<file path="config.mk">
export PLATFORM = sky130hd
export DESIGN_NAME = pulse_sync_rx
export DESIGN_NICKNAME = d
export VERILOG_FILES = /design/src/rtl/pulse_sync_rx.sv
export SDC_FILE = /design/constraint.sdc
export NUM_CORES = 1
export LEC_CHECK = 0
export ABC_CLOCK_PERIOD_IN_PS = 3800
export CAP_MARGIN = 20
export CELL_PAD_IN_SITES_DETAIL_PLACEMENT = 1
export CELL_PAD_IN_SITES_GLOBAL_PLACEMENT = 1
export CORE_MARGIN = 4
export CORE_UTILIZATION = 40
export DETAILED_ROUTE_END_ITERATION = 8
export PLACE_DENSITY = 0.84
export SYNTH_ARGS = -nofsm -noshare
export SYNTH_HDL_FRONTEND = slang
export SYNTH_SLANG_ARGS = --single-unit
</file>
<file path="constraint.sdc">
create_clock -name clk_b -period 3.8 [get_ports clk_b]
set_input_delay 0.95 -clock clk_b [delete_from_list [all_inputs] [get_ports clk_b]]
set_output_delay 0.95 -clock clk_b [all_outputs]
set_load 0.02 [all_outputs]
</file>
<file path="src/rtl/pulse_sync_rx.sv">
// Multi-channel pulse synchroniser for the clk_b domain with sticky events and merge counters.
// Optional glitch filter on the synchronised level: define PULSE_SYNC_FILTER_EN.
module pulse_sync_rx #(
  parameter int unsigned NUM_CH      = 4,
  parameter int unsigned SYNC_STAGES = 2,
  parameter int unsigned EDGE_MODE   = 0,
  parameter int unsigned CNT_W       = 4
) (
  input  logic                    clk_b,
  input  logic                    rst_n,
  input  logic [NUM_CH-1:0]       async_in,
  output logic [NUM_CH-1:0]       pulse_out,
  output logic                    evt_valid,
  input  logic                    evt_ready,
  output logic [NUM_CH-1:0]       evt_vec,
  output logic [NUM_CH*CNT_W-1:0] evt_cnt
);

  localparam logic [CNT_W-1:0] CNT_MAX = '1;

  logic [NUM_CH-1:0] sync [SYNC_STAGES];
  logic [NUM_CH-1:0] lvl;
  logic [NUM_CH-1:0] lvl_d;
  logic [NUM_CH-1:0] pend;
  logic [CNT_W-1:0]  cnt [NUM_CH];
  logic              accept;

  // Synchroniser shift chain
  always_ff @(posedge clk_b or negedge rst_n) begin
    if (!rst_n) begin
      for (int s = 0; s < int'(SYNC_STAGES); s++) sync[s] <= '0;
    end else begin
      sync[0] <= async_in;
      for (int s = 1; s < int'(SYNC_STAGES); s++) sync[s] <= sync[s-1];
    end
  end

`ifdef PULSE_SYNC_FILTER_EN
  logic [NUM_CH-1:0] diff;
  assign diff = sync[SYNC_STAGES-1] ^ sync[SYNC_STAGES-2];

  // Level only follows once the last two stages agree, rejecting one-cycle bounces
  always_ff @(posedge clk_b or negedge rst_n) begin
    if (!rst_n) lvl <= '0;
    else        lvl <= (sync[SYNC_STAGES-1] & ~diff) | (lvl & diff);
  end
`else
  assign lvl = sync[SYNC_STAGES-1];
`endif

  always_ff @(posedge clk_b or negedge rst_n) begin
    if (!rst_n) lvl_d <= '0;
    else        lvl_d <= lvl;
  end

  always_comb begin
    pulse_out = lvl & ~lvl_d;
    case (EDGE_MODE)
      1:       pulse_out = ~lvl & lvl_d;
      2:       pulse_out = lvl ^ lvl_d;
      default: pulse_out = lvl & ~lvl_d;
    endcase
  end

  assign accept = evt_valid & evt_ready;

  // Accept reloads from the current pulses so a same-cycle edge is never dropped
  always_ff @(posedge clk_b or negedge rst_n) begin
    if (!rst_n) begin
      pend <= '0;
      for (int i = 0; i < int'(NUM_CH); i++) cnt[i] <= '0;
    end else begin
      pend <= accept ? pulse_out : (pend | pulse_out);
      for (int i = 0; i < int'(NUM_CH); i++) begin
        if (accept)
          cnt[i] <= CNT_W'(pulse_out[i]);
        else if (pulse_out[i] && (cnt[i] != CNT_MAX))
          cnt[i] <= cnt[i] + CNT_W'(1);
      end
    end
  end

  assign evt_vec   = pend;
  assign evt_valid = |pend;

  always_comb begin
    evt_cnt = '0;
    for (int i = 0; i < int'(NUM_CH); i++) evt_cnt[i*CNT_W +: CNT_W] = cnt[i];
  end

endmodule

</file>
== Word-level counts from Yosys, hierarchy flattened ==
Cells that the tools add are included.
Word-level totals
  register bits after elaboration: 32
  bits of input ports: 7
  output and inout port bits: 25
  word-level logic and storage cells: 38
Operators by class
  add/subtract/negate cells: 4
  eq/ne operators: 4
  muxes and demuxes: 9
  bitwise logic cells: 4
  reductions and logical operators: 9
Operators by type and width (number)
  two-way mux 4 bit: 9
  adder 4 x 1 -> 4 bit (second input constant): 4
  != test 4 bit (second input constant): 4
  nonzero test 2 bit: 4
  bitwise AND 4 bit: 1
  logical AND 1 bit: 4
  NOT 4 bit: 1
  OR 4 bit: 1
  OR reduction 4 bit: 1
  bitwise AND 1 bit: 1

== Depth between registers and ports, before layout ==
  depth in word-level cells: 5
  depth in mapped cells: 4

== Worst setup path after synthesis ==
OpenSTA, ideal clock, no wires.
  path type: flip-flop to output port
  from: register pend[2] (netlist: evt_vec[2])
  to: output evt_valid
  arrival: 777 ps
  required time: 2850 ps
  path slack: 2073 ps
  stages on the path, launching flop included: 3
  path buffers: 0
  cell sequence: dfrtp_1 -> inv_1 -> nand4_1
On the way
  cells in the longest elaborated chain, start to end: 1
Ends and longest elaborated chain
  from (decl): RTL line 24  | logic [NUM_CH-1:0] pend;
  from (signal assigned): RTL line 73  | pend <= accept ? pulse_out : (pend | pulse_out);
  OR reduction 4 bit: RTL line 84  | assign evt_valid = |pend;
  to (decl): RTL line 13  | output logic evt_valid,
Every way passes these cells.

== Final worst setup path ==
  from: register lvl_d[3]
  to: output pulse_out[3]
On the way
  cells in the longest elaborated chain, start to end: 2
Ends and longest elaborated chain
  from (decl): RTL line 23  | logic [NUM_CH-1:0] lvl_d;
  from (signal assigned): RTL line 53  | else lvl_d <= lvl;
  NOT 4 bit: RTL line 61  | default: pulse_out = lvl & ~lvl_d;
  bitwise AND 4 bit: RTL line 61
  to (decl): RTL line 12  | output logic [NUM_CH-1:0] pulse_out,
Every way passes these cells.

==> results.md <==
* Drt first pass iters at 4
* Slew Viols, Final at 0
* Setup TNS at 0 ps
* Syn Nets at between 100 and 150
* Final wirelength at 3.26 mm
* Crit-path max FO at 6
* Total grt overflow at 0
* PortBufs at 31
* Worst hold stages at 0
* Share of the synthesized area in the top cell type at 59.3%
* HP Class: flip-flop to flip-flop
* Synth Instances at 117
* Max Buffers Root-to-Sink at 2
* Routed Antenna Nets at 0
* WHS Endpoint: lvl[3]$_DFF_PN0_
* Static leakage at 0.761 nW
* Tot GR Track Use at 17.4%
* Worst-path clk slew at around 100 ps
* Initial core utilization at 43.2%
* Clock Power Share at around 29%
* H-tree Lvls at 2
* Internal power at 0.000506 W
* Crit Reg-Reg Startpoint: evt_vec[1]$_DFF_PN0_
* Clock sinks at 32
* First-pass GRT wire length at 5.73 mm
* Status: finished clean
* Hold Slack at 357 ps
* Initial DRC count at 48
* Most frequent cells in the layout: 32 x dfrtp_1, 31 x clkdlybuf4s50_1, 12 x inv_1, 12 x nand3_1, 12 x a21oi_1
* Worst VDD drop at 0.217 mV
* Vias in the first global route at ~1200
* Largest net degree at the start of global routing at 33
* Synth area leader: dfrtp_1
* Critical Path RT at 2850 ps
* Yosys warns at 0
* Finished Layout Cells at 199
* Vias per cell at 5.61
* Drt drc at 0
* Kind of critical path: flip-flop to output pin
* Synth top area cells: dfrtp_1 59%, a21oi_1 4.4%, nand3_1 4.4%, ha_1 3.7%, inv_1 3.3%
* WL per Instance at 16.4 µm
* Die area at 4370 µm²
* # Max-Cap Violations at 0
* Clock root buffer: clkbuf_4
* Combinational share of power at 17.4%
* DP Worst Slack at 958 ps
* Cts repair resizes at 0
* Final Setup Violations at 0
* Yosys reg bits at 32
* Core Region at 3130 µm²
* Syn Std Cell Area at 1350 µm²
* Final worst-path cycle share at between 70 and 80%
* Minimum clock period at ~2800 ps
* Seq pwr share at a little over half
* Reg2reg end: evt_cnt[12]$_DFFE_PN0P_
* Hold_buf cts at 0
* Filler cells at 342
* R2r setup slk at 2050 ps
* Die X-Extent at 66.1 µm
* Ant diodes at 0
* Synth Area per Inst at 11.5 µm²
* PD cells at slightly above 400 nW/µm²
* Final Hold Viols at 0
* NetSw at 0.000210 W
* Cell depth of the worst flop-to-flop path at 2
* Most common cell after layout, fill and taps aside: dfrtp_1
* Setup crit end kind: output pin
* Final setup margin at 1040 ps
* RSZ-0062 raised after global routing: false
* Fin Clk Skew at between 4 and 5 ps
* # rows at 20
* Slew HR at 43.0%
* CTS tree: built
* Placer Congestion at 0.757
* DP Cell Count at roughly 190
* Switching share of power at 29.3%
* Die Height at 66.1 µm
* Clk Latency, worst-skew pair at 340 ps
* Least-Margin Pin Slew at about 850 ps
* Layout cells sized above 1 at roughly 7.1%
* Via count at 1116
* Detailed placement HPWL at 2.38 mm
* Fmax at 363 MHz
* Final Util at 56.5%
* Post-CTS setup buffers at 0
* Io pins at 32
* Crit path arrival time at 1810 ps
* Yosys cell types at 22
* Sequential share of the synthesized area at 59.3%
* Antenna violations before repair at 0
* Hold path start: sync[7]$_DFF_PN0_
* Final #Nets at approximately 170
* CP startpoint kind: flip-flop
* CTS Buf Count at 5
* Syn-to-layout area delta at 31.0%
## flip-flops by register name, indices dropped and copies added (netlist names)
name / cells
evt_cnt: 16
lvl: 4
sync: 4
lvl_d: 4
evt_vec: 4
## routing by layer
metal	up-vias	wire (µm)	GRT usage (%)
li1	516	-	-
met1	567	1330	19.7
met2	27	1680	29.4
met3	6	200	6.12
met4	0	46	7.61
met5	-	0	0
## stage by stage
step | area, µm² | power, W
finish | 1770 | 0.000715
global placement | 1710 | 0.000510
global route | 1770 | 0.000760
CTS | 1770 | 0.000726
detailed placement | 1710 | 0.000517
floorplan | 1350 | 0.000450
## critical path, stage by stage, from the launching register on
cell and delay (ps):
dfrtp_1 370, nand2b_1 240, inv_1 220, clkdlybuf4s50_1 640
## Yosys cell counts
library cell and instances:
dfrtp_1 32, a21oi_1 12, inv_1 12, nand3_1 12, o21ai_0 8, a221o_1 4
and3_1 4, ha_1 4, nand2b_1 4, nor3_1 4, o31ai_1 3, o41ai_1 3
or3_1 3, o311ai_0 2, o311ai_1 2, o41ai_2 2, a311oi_1 1, and2_1 1
buf_2 1, buf_6 1, nand4_1 1, o41a_1 1
## power by group through the flow
stage               sequential, W  combinational, W  clock [W]
finish                   0.000384          0.000125   0.000206
global route             0.000388          0.000137   0.000235
detailed placement       0.000391          0.000126          0
floorplan                0.000405         0.0000446          0
CTS                      0.000384          0.000126   0.000215
global placement         0.000389          0.000121          0
## cell families after synthesis
| logic type | after synthesis | share of synthesized area (%) |
|---|---|---|
| AOI/OAI and AO/OA | 38 | 20.5 |
| DFF | 32 | 59.3 |
| and+or+nand+nor | 29 | 12.0 |
| buffers and inverters | 14 | 4.54 |
| adders and majority gates | 4 | 3.71 |
## final cells by class
cell class | instances | area (µm²) | area share (%)
sequential | 32 | 801 | 45.3
multi-input combinational | 71 | 488 | 27.6
timing repair buffer | 32 | 318 | 18.0
tap | 44 | 55.1 | 3.11
clock buffer | 6 | 51.3 | 2.90
inverter | 12 | 45.0 | 2.55
clock inverter | 2 | 10.0 | 0.566
## worst max-delay path by stage
| stage | startpoint | to | depth (start not counted) |
|---|---|---|---|
| after floorplan | evt_vec[2]$_DFF_PN0_ | evt_valid | 2 |
| after global placement | evt_ready | evt_cnt[0]$_DFFE_PN0P_ | 4 |
| after detailed placement | evt_ready | evt_cnt[0]$_DFFE_PN0P_ | 4 |
| after CTS | lvl_d[3]$_DFF_PN0_ | pulse_out[3] | 3 |
| after global routing | lvl_d[3]$_DFF_PN0_ | pulse_out[3] | 3 |
| final | lvl_d[3]$_DFF_PN0_ | pulse_out[3] | 3 |
Power figures use the tool's default switching activity.
